## src/rtl/axi_write_vector_pkg.sv

```systemverilog
// Shared types for the axi_read_vector / axi_write_vector pair: element-order enum and beat-count helper.
package axi_write_vector_pkg;

  typedef enum logic {
    DIR__LEFT,
    DIR__RIGHT
  } dir_t;

  // A zero-length vector still occupies one beat so stream framing is preserved.
  function automatic int beat_count(input int len, input int w);
    return (len <= 0) ? 1 : (len + w - 1) / w;
  endfunction

endpackage

```

## src/rtl/axi_write_vector_if.sv

```systemverilog
// AXI-stream bundle (tvalid/tready/tdata/tlast) with master and slave views.
interface axi_stream_if
  import axi_write_vector_pkg::*;
#(
  parameter int W = 8
) ();
  // A beat transfers on a rising clk edge where tvalid && tready; once tvalid
  // rises, tvalid/tdata/tlast hold until that handshake, and tready may toggle freely.
  logic         tvalid;
  logic         tready;
  logic [W-1:0] tdata;
  logic         tlast;

  modport master (output tvalid, output tdata, output tlast, input tready);
  modport slave  (input tvalid, input tdata, input tlast, output tready);
endinterface

```

## src/rtl/axi_write_vector.sv

```systemverilog
// Serialises one runtime-length bit vector into ceil(len/W) AXI-stream beats.
// Optional macro AXI_WRITE_VECTOR_BACK_TO_BACK_EN: accept the next vector during the final beat (no bubble).
module axi_write_vector
  import axi_write_vector_pkg::*;
#(
  parameter int   MAX_VEC_LENGTH   = 8,
  parameter int   AXI_DATA_WIDTH   = 8,
  parameter dir_t WRITE_DIR        = DIR__LEFT,
  parameter int   MAX_VEC_LENGTH_W = ($clog2(MAX_VEC_LENGTH + 1) < 1) ? 1 : $clog2(MAX_VEC_LENGTH + 1)
) (
  input  logic                        clk,
  input  logic                        rst_n,
  input  logic                        start,
  input  logic [MAX_VEC_LENGTH_W-1:0] vec_length,
  input  logic [MAX_VEC_LENGTH-1:0]   vec,
  input  logic                        last,
  output logic                        ready,
  output logic                        done,
  axi_stream_if.master                data_out
);

  localparam int W         = AXI_DATA_WIDTH;
  localparam int MAX_BEATS = beat_count(MAX_VEC_LENGTH, W);
  localparam int SR_W      = MAX_BEATS * W;
  localparam int BEAT_W    = ($clog2(MAX_BEATS + 1) < 1) ? 1 : $clog2(MAX_BEATS + 1);

  typedef enum logic {
    WV_STATE__IDLE,
    WV_STATE__SEND
  } wv_state_e;

  wv_state_e           state_q, state_d;
  logic [SR_W-1:0]     shift_q, shift_d;
  logic [BEAT_W-1:0]   beats_q, beats_d;
  logic                last_q, last_d;
  logic                done_q, done_d;

  logic [MAX_VEC_LENGTH-1:0] masked;
  logic [SR_W-1:0]           load_shift;
  logic [BEAT_W-1:0]         load_beats;
  logic                      final_beat;
  logic                      final_hs;
  logic                      accept;

  always_comb begin
    masked = '0;
    for (int i = 0; i < MAX_VEC_LENGTH; i++) begin
      masked[i] = vec[i] & (i < int'(vec_length));
    end
  end

  // LEFT puts element len-1 at the register MSB so the earliest element leaves on tdata[W-1].
  always_comb begin
    if (WRITE_DIR == DIR__LEFT) begin
      load_shift = SR_W'(masked) << (SR_W - int'(vec_length));
    end else begin
      load_shift = SR_W'(masked);
    end
    load_beats = BEAT_W'(beat_count(int'(vec_length), W));
  end

  assign final_beat = (beats_q == BEAT_W'(1));
  assign final_hs   = (state_q == WV_STATE__SEND) && data_out.tready && final_beat;

`ifdef AXI_WRITE_VECTOR_BACK_TO_BACK_EN
  assign ready = (state_q == WV_STATE__IDLE) || final_hs;
`else
  assign ready = (state_q == WV_STATE__IDLE);
`endif

  assign accept = start && ready;

  always_comb begin
    state_d = state_q;
    shift_d = shift_q;
    beats_d = beats_q;
    last_d  = last_q;
    done_d  = 1'b0;
    if (state_q == WV_STATE__SEND && data_out.tready) begin
      if (WRITE_DIR == DIR__LEFT) begin
        shift_d = shift_q << W;
      end else begin
        shift_d = shift_q >> W;
      end
      beats_d = beats_q - BEAT_W'(1);
      if (final_beat) begin
        done_d  = 1'b1;
        state_d = WV_STATE__IDLE;
      end
    end
    // In SEND, accept can only fire on the final handshake (back-to-back build).
    if (accept) begin
      shift_d = load_shift;
      beats_d = load_beats;
      last_d  = last;
      state_d = WV_STATE__SEND;
    end
  end

  always_ff @(posedge clk) begin
    if (!rst_n) begin
      state_q <= WV_STATE__IDLE;
      shift_q <= '0;
      beats_q <= '0;
      last_q  <= 1'b0;
      done_q  <= 1'b0;
    end else begin
      state_q <= state_d;
      shift_q <= shift_d;
      beats_q <= beats_d;
      last_q  <= last_d;
      done_q  <= done_d;
    end
  end

  assign done            = done_q;
  assign data_out.tvalid = (state_q == WV_STATE__SEND);
  assign data_out.tlast  = (state_q == WV_STATE__SEND) && last_q && final_beat;
  assign data_out.tdata  = (WRITE_DIR == DIR__LEFT) ? shift_q[SR_W-1 -: W] : shift_q[W-1:0];

endmodule
```

## src/flat_wrapper.sv

```systemverilog
// flat-port wrapper written by rule: the top's interface ports become plain ports
module axi_write_vector_flat import axi_write_vector_pkg::*;
#(
  parameter int   MAX_VEC_LENGTH   = 8,
  parameter int   AXI_DATA_WIDTH   = 8,
  parameter dir_t WRITE_DIR        = DIR__LEFT,
  parameter int   MAX_VEC_LENGTH_W = ($clog2(MAX_VEC_LENGTH + 1) < 1) ? 1 : $clog2(MAX_VEC_LENGTH + 1)
)
  (clk, rst_n, start, vec_length, vec, last, ready, done, data_out_tvalid, data_out_tdata, data_out_tlast, data_out_tready);
  axi_stream_if data_out_i ();
  input  logic clk;
  input  logic rst_n;
  input  logic start;
  input  logic [MAX_VEC_LENGTH_W-1:0] vec_length;
  input  logic [MAX_VEC_LENGTH-1:0] vec;
  input  logic last;
  output logic ready;
  output logic done;
  output wire logic [$bits(data_out_i.tvalid)-1:0] data_out_tvalid;
  output wire logic [$bits(data_out_i.tdata)-1:0] data_out_tdata;
  output wire logic [$bits(data_out_i.tlast)-1:0] data_out_tlast;
  input wire logic [$bits(data_out_i.tready)-1:0] data_out_tready;
  assign data_out_tvalid = data_out_i.tvalid;
  assign data_out_tdata = data_out_i.tdata;
  assign data_out_tlast = data_out_i.tlast;
  assign data_out_i.tready = data_out_tready;
  axi_write_vector #(.MAX_VEC_LENGTH(MAX_VEC_LENGTH), .AXI_DATA_WIDTH(AXI_DATA_WIDTH), .WRITE_DIR(WRITE_DIR), .MAX_VEC_LENGTH_W(MAX_VEC_LENGTH_W)) u_core (.clk(clk), .rst_n(rst_n), .start(start), .vec_length(vec_length), .vec(vec), .last(last), .ready(ready), .done(done), .data_out(data_out_i));
endmodule
```

## config.mk

```make
export PLATFORM = sky130hd
export DESIGN_NAME = axi_write_vector_flat
export DESIGN_NICKNAME = d
export VERILOG_FILES = /design/src/rtl/axi_write_vector_pkg.sv /design/src/rtl/axi_write_vector_if.sv /design/src/rtl/axi_write_vector.sv /design/src/flat_wrapper.sv
export SDC_FILE = /design/constraint.sdc
export NUM_CORES = 1
export LEC_CHECK = 0
export ABC_AREA = 1
export CAP_MARGIN = 20
export CORE_MARGIN = 5
export CORE_UTILIZATION = 40
export CTS_CLUSTER_DIAMETER = 40
export DETAILED_ROUTE_END_ITERATION = 8
export PLACE_DENSITY = 0.71
export SYNTH_ARGS = -nofsm -noshare
export SYNTH_HDL_FRONTEND = slang
export SYNTH_SLANG_ARGS = --single-unit
```

## constraint.sdc

```tcl
create_clock -name clk -period 1.7 [get_ports clk]
set_input_delay 0.17 -clock clk [delete_from_list [all_inputs] [get_ports clk]]
set_output_delay 0.17 -clock clk [all_outputs]
set_load 0.02 [all_outputs]
```

### After elaboration in Yosys (flattened, before gate mapping)

Index checks and enable logic that the tools add are counted.

| storage, ports and cells | value |
|---|---|
| register bits after elaboration | 12 |
| word-level logic and storage cells | 48 |

| cells by class | value |
|---|---|
| add/subtract/negate cells | 5 |
| order comparisons | 9 |
| reductions and logical operators | 9 |
| shift-type cells | 1 |
| muxes and demuxes | 9 |
| bitwise gates (word level) | 10 |

Operators with widths:

| cell | count |
|---|---|
| $shl 8x32->8 | 1 |
| $lt 3x4->1 const A | 4 |
| $mux 8 | 2 |
| $and 1x1->1 | 9 |
| $lt 1x4->1 const A | 2 |
| $lt 2x4->1 const A | 2 |
| $mux 1 | 7 |
| $sub 5x1->6 const B | 1 |
| $add 4x4->5 const B | 1 |
| $sub 4x4->5 const A | 1 |
| $le 4x1->1 const B | 1 |
| $logic_and 1x1->1 | 4 |
| $reduce_and 2->1 | 2 |
| $reduce_bool 2->1 | 2 |
| $reduce_or 3->1 | 1 |
| $add 1x1->1 | 1 |
| $not 1->1 | 1 |
| $sub 1x1->1 const B | 1 |

### Logic depth before layout (Yosys ltp)

Gate-level depths: netlist of run 1.

| depth | value |
|---|---|
| depth after elaboration | 7 |
| depth in mapped cells | 13 |
| mapped depth without buffers | 11 |

### Worst setup path before layout of run 1

OpenSTA, ideal clock, no wires.

| timing path | value |
|---|---|
| path type | input-to-reg |
| start point | in vec_length[0] |
| end point | reg u_core.shift_q[7], in the netlist u_core.data_out.tdata[7] |
| stages on the path | 13 |
| slack | 0.248 ns |
| arrival | 1.343 ns |
| cells stage by stage | buf_6 -> inv_4 -> buf_8 -> ha_1 -> nand2_1 -> nand2_2 -> buf_6 -> nand4_1 -> nand3_1 -> nand3_1 -> nand3_1 -> nand2_1 -> inv_1 |

| between the ends | value |
|---|---|
| cells in the longest elaborated chain, start to end | 4 |
| elaborated cells on any way between the ends | 19 |
| classes of those cells | 1 x add/sub; 8 x order compare; 1 x shift; 1 x mux; 8 x bitwise |

RTL lines:

| item | RTL line | text |
|---|---|---|
| start: declaration | flat_wrapper.sv:14 | `input logic [MAX_VEC_LENGTH_W-1:0] vec_length;` |
| $lt 1x4->1 (tied with other cells) | axi_write_vector.sv:48 | `masked[i] = vec[i] & (i < int'(vec_length));` |
| $and 1x1->1 | axi_write_vector.sv:48 |  |
| $shl 8x32->8 (*) | axi_write_vector.sv:55 | `load_shift = SR_W'(masked) << (SR_W - int'(vec_length));` |
| $mux 8 (*) | axi_write_vector.sv:92 | `if (accept) begin` |
| end signal: assignment | axi_write_vector.sv:109 | `shift_q <= shift_d;` |
| end: declaration | axi_write_vector.sv:33 | `logic [SR_W-1:0] shift_q, shift_d;` |

Mark *: on every way between the ends. The rest lies on a longest branch, timed or not.
A chain may end at the register's enable or synchronous reset.

### Worst setup path after layout of run 1

| timing path | value |
|---|---|
| start point | reg u_core.state_q, in the netlist u_core.data_out.tvalid |
| end point | out ready |

| between the ends | value |
|---|---|
| cells in the longest elaborated chain, start to end | 1 |

RTL lines:

| item | RTL line | text |
|---|---|---|
| start: declaration | axi_write_vector.sv:32 | `wv_state_e state_q, state_d;` |
| start signal: assignment | axi_write_vector.sv:108 | `state_q <= state_d;` |
| $not 1->1 | axi_write_vector.sv:68 | `assign ready = (state_q == WV_STATE__IDLE);` |
| end: declaration | flat_wrapper.sv:17 | `output logic ready;` |

No other way between the ends.

==> results of run 1 <==
[kinds of logic after synthesis]
| group | after synthesis | synth area share |
|---|---|---|
| buffers and inverters | 21 | 0.122 |
| and+or+nand+nor | 87 | 0.509 |
| adders and majority gates | 2 | 0.0275 |
| AOI/OAI and AO/OA | 10 | 0.0770 |
| DFF | 12 | 0.264 |
[routing by layer]
layer | vias to the layer above | global-route usage
met1 | 456 | 0.211
met2 | 38 | 0.240
met4 | 0 | 0.0298
met3 | 0 | 0.0401
li1 | 524 | -
met5 | - | 0
[power breakdown]
group	leakage, nW	internal, mW	total [mW]	switching [mW]
sequential	0.0977	0.293	0.298	0.00500
combinational	0.459	0.117	0.259	0.142
clock	0.0138	0.0819	0.171	0.0887
[flip-flops by register name, indices dropped and copies added (netlist names)]
name and flops:
u_core.data_out.tvalid 1, u_core.beats_q 1, u_core.last_q 1, u_core.data_out.tdata 8
u_core.done 1
[tightest hold or removal path: stages, from the launching register on]
cell and delay (ns):
dfxtp_1 0.31, nand2_1 0.06, a21oi_1 0.05
[per-stage QoR]
stage | hold WS, ns | setup slack (ns) | instances
finish | 0.465 | 0.104 | 199
global route | 0.482 | 0.0134 | 199
CTS | 0.467 | 0.0862 | 199
detailed placement | 0.456 | -0.171 | 196
global placement | 0.453 | -0.122 | 196
floorplan | 0.268 | 0.248 | 132
[area by class of cell]
class / count / area [sq um] / area share
well taps: 28 / 35.0 / 0.0271
clock buffers: 3 / 22.5 / 0.0174
flip-flops and latches: 12 / 240 / 0.186
repair buffers: 40 / 370 / 0.287
inverters: 17 / 66.3 / 0.0513
multi-input cells: 99 / 558 / 0.432
[final timing paths]
path / start / to / slack (ns) / cells past startpoint
worst max-delay path: u_core.data_out.tvalid / ready / 0.10 / 3
worst max register to register: u_core.data_out.tvalid / u_core.data_out.tdata[6] / 0.42 / 8
worst min-delay path: u_core.data_out.tdata[1] / u_core.data_out.tdata[1] / 0.46 / 2
worst min register to register: u_core.data_out.tdata[1] / u_core.data_out.tdata[1] / 0.46 / 2
[cell usage in the layout, fill, tap and decap left out, drive strengths merged]
cell           count
nor3               1
nand3             24
clkdlybuf4s50     28
clkbuf             3
inv               16
nand4             15
dfxtp             12
nand2             32
nor2              15
a211oi             1
clkinv             1
a21oi              6
ha                 2
a21boi             1
a221oi             1
buf               12
o21ai              1
==> metrics.md, run 1 <==
| Metric | Value |
|---|---|
| TritonCTS clock tree | `done` |
| Synth area leader | `dfxtp_1` |
| CP max-delay cell | `clkdlybuf4s50_1` |
| GR Overflow Total | `0` |
| Fin crit share | `0.939` |
| Mapped Cells | `132` |
| Final TNS setup | `0 ns` |
| Worst setup EP type | `primary output` |
| RSZ-0062 raised after global routing | `false` |
| WL met2 | `1180 um` |
| Via count | `1018` |
| Vias/cell | `5.12` |
| Fmax | `0.627 GHz` |
| Total inserted antenna cells | `0` |
| #FFs+latches synth | `12` |
| Total track usage | `0.153` |
| Sequential area share after synthesis | `0.264` |
| Fillers | `220` |
| Final Skew | `0.00760 ns` |
| Post-CTS sizing | `0` |
| Final Max Tran Viols | `0` |
| Tot Pwr | `0.727 mW` |
| Max H-tree Level | `1` |
| Post-synth EDFFs | `0` |
| Final setup viols | `0` |
| DP Area | `0.00127 sq mm` |
| Worst Path Max Fanout | `6` |
| Worst-Skew Late Latency | `0.27 ns` |
| Die height | `57.7 um` |
| Clock transition at the registers of the reported paths | `0.07 ns` |
| Row count | `17` |
| Post-CTS Setup Inserts | `0` |
| Mapped Area | `910 sq um` |
| DR pass1 iterations | `4` |
| Power per cell area | `563 mW/mm^2` |
| WL final | `2400 um` |
| DRT antenna net count | `0` |
| Clock tree sinks | `12` |
| Tmin final | `1.60 ns` |
| Fraction of layout cells with a size suffix above 1 | `0.158` |
| Worst EP required | `1.53 ns` |
| Synth Flop Type | `dfxtp_1` |
| Cell family with most CP delay | `buffers and inverters` |
| Layout Nets | `192` |
| Die ar. | `0.00333 sq mm` |
| Asr flop ratio synth | `0` |
| Starting DRC count in detailed routing | `25` |
| DR top layer | `met3` |
| Initial Utilization | `0.415` |
| Num CTS Buffers | `3` |
| DRC | `0` |
| Final Util | `0.590` |
| Avg Inst Size Synth | `6.89 sq um` |
| Wirelength per Cell | `12.1 um` |
| Max clock buf depth | `2` |
| Core area | `0.00219 sq mm` |
| Post-route cell area | `0.00129 sq mm` |
| Outcome | `finished clean` |
| First-pass GRT wire length | `4110 um` |
| Area contributors post-synth | `dfxtp_1 (26%), nand2_1 (12%), nand3_1 (12%)` |
| Metal-1 WL | `1060 um` |
| Mapped Nets | `151` |
| Final GP Congestion | `0.852` |
| CP arrival | `1.43 ns` |
| Worst-path cell chain | `buf_4, inv_1, clkdlybuf4s50_1` |
| Commonest cells in the netlist | `nand2_1 (30), nand3_1 (22), nand4_1 (15)` |
| Post-cts hold buffer count | `0` |
| Area share of the leading cell type in the synthesized netlist | `0.264` |
| Total of max-cap violations | `0` |
| Vias in the first global route | `936` |
| WS Path Type | `reg2out` |
| Crit start category | `flip-flop` |
| LEAKAGE | `0.570 nW` |
| Die X | `57.7 um` |
| CTS root buf | `clkbuf_4` |
| Worst slew pin tran | `0.276 ns` |
| Most common cell in the synthesized netlist | `nand2_1` |
| Routed met3 length | `151 um` |
| CP max stage delay | `0.60 ns` |
| Synthesis Warnings | `0` |
| Fin. Hold Viols | `0` |
| VDD IR max | `0.485 mV` |
| Synth unique cells | `26` |
| Relative max-transition margin | `0.815` |
| Crit path buffers/inverters | `3` |
| IO Count | `29` |
| Area Growth Syn to Fin | `42.1%` |
| Worst hold path class | `reg2reg` |
| HPWL Detailed | `1910 um` |
| Antenna violations before repair | `0` |
| PortBufs | `28` |
| Largest net degree at the start of global routing | `16` |
(Power assumes the default switching activity.)
==> run 2: changes to the inputs <==
Settings changed: CTS_CLUSTER_DIAMETER 40 to 100.
Clock period 1.7 ns to 1.54 ns, I/O delays scaled along.
==> metrics.md, run 2 (same netlist as run 1, synthesis figures left out) <==
| Metric | Value |
|---|---|
| Clock tree sinks | `12 (unchanged)` |
| First-pass GRT wire length | `4060 um (-1.2%)` |
| Tot Pwr | `0.806 mW (+11%)` |
| Setup crit start | `u_core.data_out.tvalid` |
| Commonest non-fill, non-tap cell in the layout | `nand2_1` |
| Total inserted antenna cells | `0 (unchanged)` |
| IO Count | `29 (unchanged)` |
| Fraction of layout cells with a size suffix above 1 | `0.184 (+0.0260)` |
| WHS | `0.465 ns (-0.0000520 ns)` |
| CP arrival | `1.26 ns (-0.17 ns)` |
| Max clock buf depth | `2 (unchanged)` |
| Max reg flops | `8 (unchanged)` |
| Clock transition at the registers of the reported paths | `0.07 ns (about the same)` |
| Num CTS Buffers | `3 (unchanged)` |
| GR Overflow Total | `0 (unchanged)` |
| Outcome | `finished clean` |
| Worst setup EP type | `primary output` |
| TritonCTS clock tree | `done` |
| Fin crit share | `0.921` |
| Tmin final | `1.42 ns` |
| Max H-tree Level | `1 (unchanged)` |
| CTS root buf | `clkbuf_4` |
| Final GP Congestion | `0.844 (-0.94%)` |
| Fillers | `205 (-6.8%)` |
| Fin. Hold Viols | `0 (unchanged)` |
| Hold Crit Start | `u_core.data_out.tdata[2]` |
| Crit path buffers/inverters | `1 (-2)` |
| Initial Utilization | `0.415 (unchanged)` |
| Wirelength per Cell | `12.1 um (+0.73%)` |
| Layout Nets | `195 (+1.6%)` |
| Total of max-cap violations | `0 (unchanged)` |
| Post-cts hold buffer count | `0 (unchanged)` |
| CP max stage delay | `0.62 ns (+0.02 ns)` |
| Row count | `17 (unchanged)` |
| Vias in the first global route | `992 (+6.0%)` |
| Worst R2R Start | `u_core.data_out.tvalid` |
| Fmax | `0.705 GHz` |
| Final Skew | `0.00350 ns (-0.00410 ns)` |
| Die height | `57.7 um (unchanged)` |
| Power per cell area | `603 mW/mm^2 (+7.2%)` |
| VDD IR max | `0.531 mV (+9.6%)` |
| Worst EP required | `1.39 ns (-0.14 ns)` |
| Crit start category | `flip-flop` |
| Commonest non-fill, non-tap cells in the layout | `nand2_1 (29), clkdlybuf4s50_1 (24), nand3_1 (22)` |
| Die ar. | `0.00333 sq mm (unchanged)` |
| Final setup viols | `0 (unchanged)` |
| Post-CTS Setup Inserts | `0 (unchanged)` |
| Worst-Skew Late Latency | `0.27 ns (about the same)` |
| LEAKAGE | `0.613 nW (+7.6%)` |
| DR pass1 iterations | `4 (unchanged)` |
| Worst Path Max Fanout | `3 (-3)` |
| Area Growth Syn to Fin | `46.9%` |
| Worst hold path class | `reg2reg` |
| Core area | `0.00219 sq mm (unchanged)` |
| Antenna violations before repair | `0 (unchanged)` |
| DRT antenna net count | `0 (unchanged)` |
| Final Max Tran Viols | `0 (unchanged)` |
| WS Path Type | `reg2out` |
| Die X | `57.7 um (unchanged)` |
| Via count | `1025 (+0.69%)` |
| Relative max-transition margin | `0.821 (+0.00527)` |
| Total track usage | `0.151 (-0.00191)` |
| Worst-path cell chain | `clkdlybuf4s50_1` |
| Worst slew pin tran | `0.268 ns (-0.00788 ns)` |
| HPWL Detailed | `1940 um (+1.4%)` |
| CP max-delay cell | `clkdlybuf4s50_1` |
| PortBufs | `28 (unchanged)` |
| Largest net degree at the start of global routing | `16 (unchanged)` |
| Starting DRC count in detailed routing | `15 (-40%)` |
| DRC | `0 (unchanged)` |
| WL final | `2450 um (+2.3%)` |
| Cell family with most CP delay | `buffers and inverters` |
| Vias/cell | `5.07 (-0.81%)` |
[run 2: worst reg2reg max path: cells and delay by family (launching register included)]
kind                   cells  cell delay (ns)
buffers and inverters      2             0.22
AND/OR/NAND/NOR            6             0.71
flip-flops                 1             0.33
[run 2: stage by stage]
step,util,setup TNS [ns],cell area (sq um),std cells,worst slack [ns]
after floorplan,-,0,910,132,0.104
after global placement,0.587,-1.68,1280,198,-0.271
after detailed placement,0.587,-2.09,1280,198,-0.312
after CTS,0.598,0,1310,201,0.0162
after global routing,0.610,-0.00723,1340,202,-0.00723
final,0.610,0,1340,202,0.122
[run 2: power by group]
group	leakage (nW)	internal (mW)	switching (mW)
Combinational	0.502	0.133	0.162
Sequential	0.0977	0.323	0.00603
Clock	0.0138	0.0904	0.0919
Total	0.613	0.546	0.260
[run 2: cell type report]
type,count,area (sq um),area share
Tap cell,28,35.0,0.0262
Timing Repair Buffer,42,388,0.290
Sequential cell,12,240,0.180
Inverter,17,66.3,0.0496
Clock buffer,3,22.5,0.0169
Multi-Input combinational cell,100,584,0.437
[run 2: repair_timing]
action,CTS,global route
gates cloned,0,1
pin swaps,0,4
gates resized for setup,3,6
setup endpoints to repair,5,7
[run 2: path summary, 6_finish.rpt]
| path | slack, ns | endpoint | cells after the start |
|---|---|---|---|
| max | 0.12 | data_out_tvalid | 1 |
| min reg2reg | 0.46 | u_core.data_out.tdata[2] | 2 |
| min | 0.46 | u_core.data_out.tdata[2] | 2 |
| max reg2reg | 0.23 | u_core.data_out.tdata[6] | 8 |
[run 2: per-layer routing]
layer,vias to the layer above,global-route usage,share of wire
met5,-,0,0
met4,0,0.0331,0.0086
met3,2,0.0445,0.038
met2,18,0.268,0.53
met1,468,0.178,0.43
li1,537,-,-
==> run 3: changes to the inputs <==
Settings changed: CAP_MARGIN 20 to 10, PLACE_DENSITY 0.71 to 0.73.
Clock period 1.54 ns to 1.15 ns, I/O delays scaled along.
==> metrics.md, run 3 (same netlist as run 1, synthesis figures left out) <==
| Metric | Value |
|---|---|
| Clock tree sinks | `12 (unchanged)` |
| CTS root buf | `clkbuf_4` |
| Worst slew pin tran | `0.246 ns (-0.0223 ns)` |
| Initial Utilization | `0.415 (unchanged)` |
| Setup WS post-layout | `-0.0199 ns (-0.142 ns)` |
| Antenna violations before repair | `0 (unchanged)` |
| Max clock buf depth | `2 (unchanged)` |
| Die height | `57.7 um (unchanged)` |
| Final Util | `0.680 (+0.0697)` |
| Total inserted antenna cells | `0 (unchanged)` |
| Worst EP required | `1.36 ns (-0.03 ns)` |
| Final Max Tran Viols | `0 (unchanged)` |
| Tmin final | `1.17 ns` |
| Worst-Skew Late Latency | `0.27 ns (about the same)` |
| Fillers | `191 (-6.8%)` |
| CP max stage delay | `0.38 ns (-0.24 ns)` |
| Row count | `17 (unchanged)` |
| Largest net degree at the start of global routing | `16 (unchanged)` |
| Clock transition at the registers of the reported paths | `0.08 ns (about the same)` |
| Crit start category | `flip-flop` |
| DRC | `0 (unchanged)` |
| Die X | `57.7 um (unchanged)` |
| Via count | `1101 (+7.4%)` |
| Final GP Congestion | `0.844 (about the same)` |
| LEAKAGE | `0.717 nW (+17%)` |
| Outcome | `finished with violations` |
| Fraction of layout cells with a size suffix above 1 | `0.346 (+0.162)` |
| TritonCTS clock tree | `done` |
| Num CTS Buffers | `3 (unchanged)` |
| Total track usage | `0.170 (+0.0189)` |
| VDD IR max | `0.832 mV (+57%)` |
| WHS | `0.454 ns (-0.0105 ns)` |
| Fin. Hold Viols | `0 (unchanged)` |
| CP arrival | `1.38 ns (+0.12 ns)` |
| Worst hold path class | `in2reg` |
| Final setup viols | `1 (+1)` |
| DRT antenna net count | `0 (unchanged)` |
| Worst Path Max Fanout | `8 (+5)` |
| HPWL Detailed | `2020 um (+4.2%)` |
| Worst-path cell chain | `nor2_8, nand3_4, nor2_8, nand2_2, nor2_2, nor2_1, nor2_1` |
| RSZ-0062 raised after global routing | `true` |
| DR pass1 iterations | `4 (unchanged)` |
| Cell family with most CP delay | `simple AND/OR/NAND/NOR gates` |
| Starting DRC count in detailed routing | `34 (+19)` |
| Fmax | `0.855 GHz` |
| WL final | `2650 um (+8.1%)` |
| GR Overflow Total | `0 (unchanged)` |
| Vias/cell | `5.17 (+1.9%)` |
| Violated checks | `setup timing` |
| Pre-CTS WS | `-0.602 ns (-0.290 ns)` |
| IO Count | `29 (unchanged)` |
| Wirelength per Cell | `12.5 um (+2.5%)` |
| Area Growth Syn to Fin | `63.7%` |
| First-pass GRT wire length | `4530 um (+12%)` |
| Commonest non-fill, non-tap cells in the layout | `nand2_1 (29), buf_4 (21), nand4_1 (15)` |
| Tot Pwr | `1.23 mW (+53%)` |
| CP max-delay cell | `dfxtp_4` |
| WS Path Type | `reg2reg` |
| Final Skew | `0.00210 ns (-0.00140 ns)` |
| Max reg flops | `8 (unchanged)` |
| Vias in the first global route | `1057 (+6.6%)` |
| PortBufs | `28 (unchanged)` |
| Layout Nets | `205 (+5.1%)` |
| Power per cell area | `826 mW/mm^2 (+37%)` |
| Final TNS setup | `-0.0199 ns (-0.0199 ns)` |
| Fin crit share | `1.02` |
| Max H-tree Level | `1 (unchanged)` |
| Core area | `0.00219 sq mm (unchanged)` |
| Crit path buffers/inverters | `0 (-1)` |
| Commonest non-fill, non-tap cell in the layout | `nand2_1` |
| Total of max-cap violations | `0 (unchanged)` |
| Die ar. | `0.00333 sq mm (unchanged)` |
| Relative max-transition margin | `0.836 (+0.0153)` |
| Worst setup EP type | `flip-flop` |
run 3: cell count changes in the layout (fill, tap and decap cells not counted), sizes merged:
cell           change
clkdlybuf4s50     -13
clkbuf             +3
dlygate4sd2       +10
buf               +12
dlymetal6s2s       -2
nand2              -1
clkdlybuf4s15      +2
run 3: power breakdown:
group	internal, mW	switching (mW)
combinational	0.213	0.240
clock	0.192	0.141
sequential	0.432	0.0125
total	0.837	0.393
run 3: layer usage:
| metal | track usage | wire [um] |
|---|---|---|
| met1 | 0.221 | 1110 |
| met2 | 0.277 | 1360 |
| met3 | 0.0401 | 180 |
| met4 | 0.0497 | 0 |
| met5 | 0 | 0 |
run 3: final timing paths:
| check | slack, ns | endpoint | from | depth (start not counted) |
|---|---|---|---|---|
| max | -0.02 | u_core.data_out.tdata[5] | u_core.data_out.tvalid | 7 |
| min | 0.45 | u_core.done | rst_n | 3 |
| max reg2reg | -0.02 | u_core.data_out.tdata[5] | u_core.data_out.tvalid | 7 |
| min reg2reg | 0.47 | u_core.data_out.tdata[0] | u_core.data_out.tdata[0] | 2 |
run 3: worst register-to-register path, cell delays in order, from the launching register on:
cell     delay [ns]
dfxtp_4        0.38
nor2_8         0.13
nand3_4        0.13
nor2_8         0.19
nand2_2        0.07
nor2_2         0.09
nor2_1         0.05
nor2_1         0.07
run 3: layout make-up:
| type | instances | area (sq um) | area share |
|---|---|---|---|
| Multi-Input combinational cell | 99 | 638 | 0.429 |
| Timing Repair Buffer | 53 | 469 | 0.315 |
| Tap cell | 28 | 35.0 | 0.0235 |
| Inverter | 17 | 66.3 | 0.0445 |
| Sequential cell | 12 | 244 | 0.164 |
| Clock buffer | 4 | 36.3 | 0.0244 |
run 3: stage by stage:
step	instances	area [sq um]
2_1_floorplan	132	930
6_report	213	1490
3_5_place_dp	203	1340
3_3_place_gp	203	1340
4_1_cts	212	1470
5_1_grt	213	1490
run 3: what timing repair did:
item | in CTS | in global routing
hold buffers | 0 | 0
setup buffers | 5 | 1
pin swaps | 16 | 4
setup endpoints to repair | 21 | 11
gates resized for setup | 42 | 7
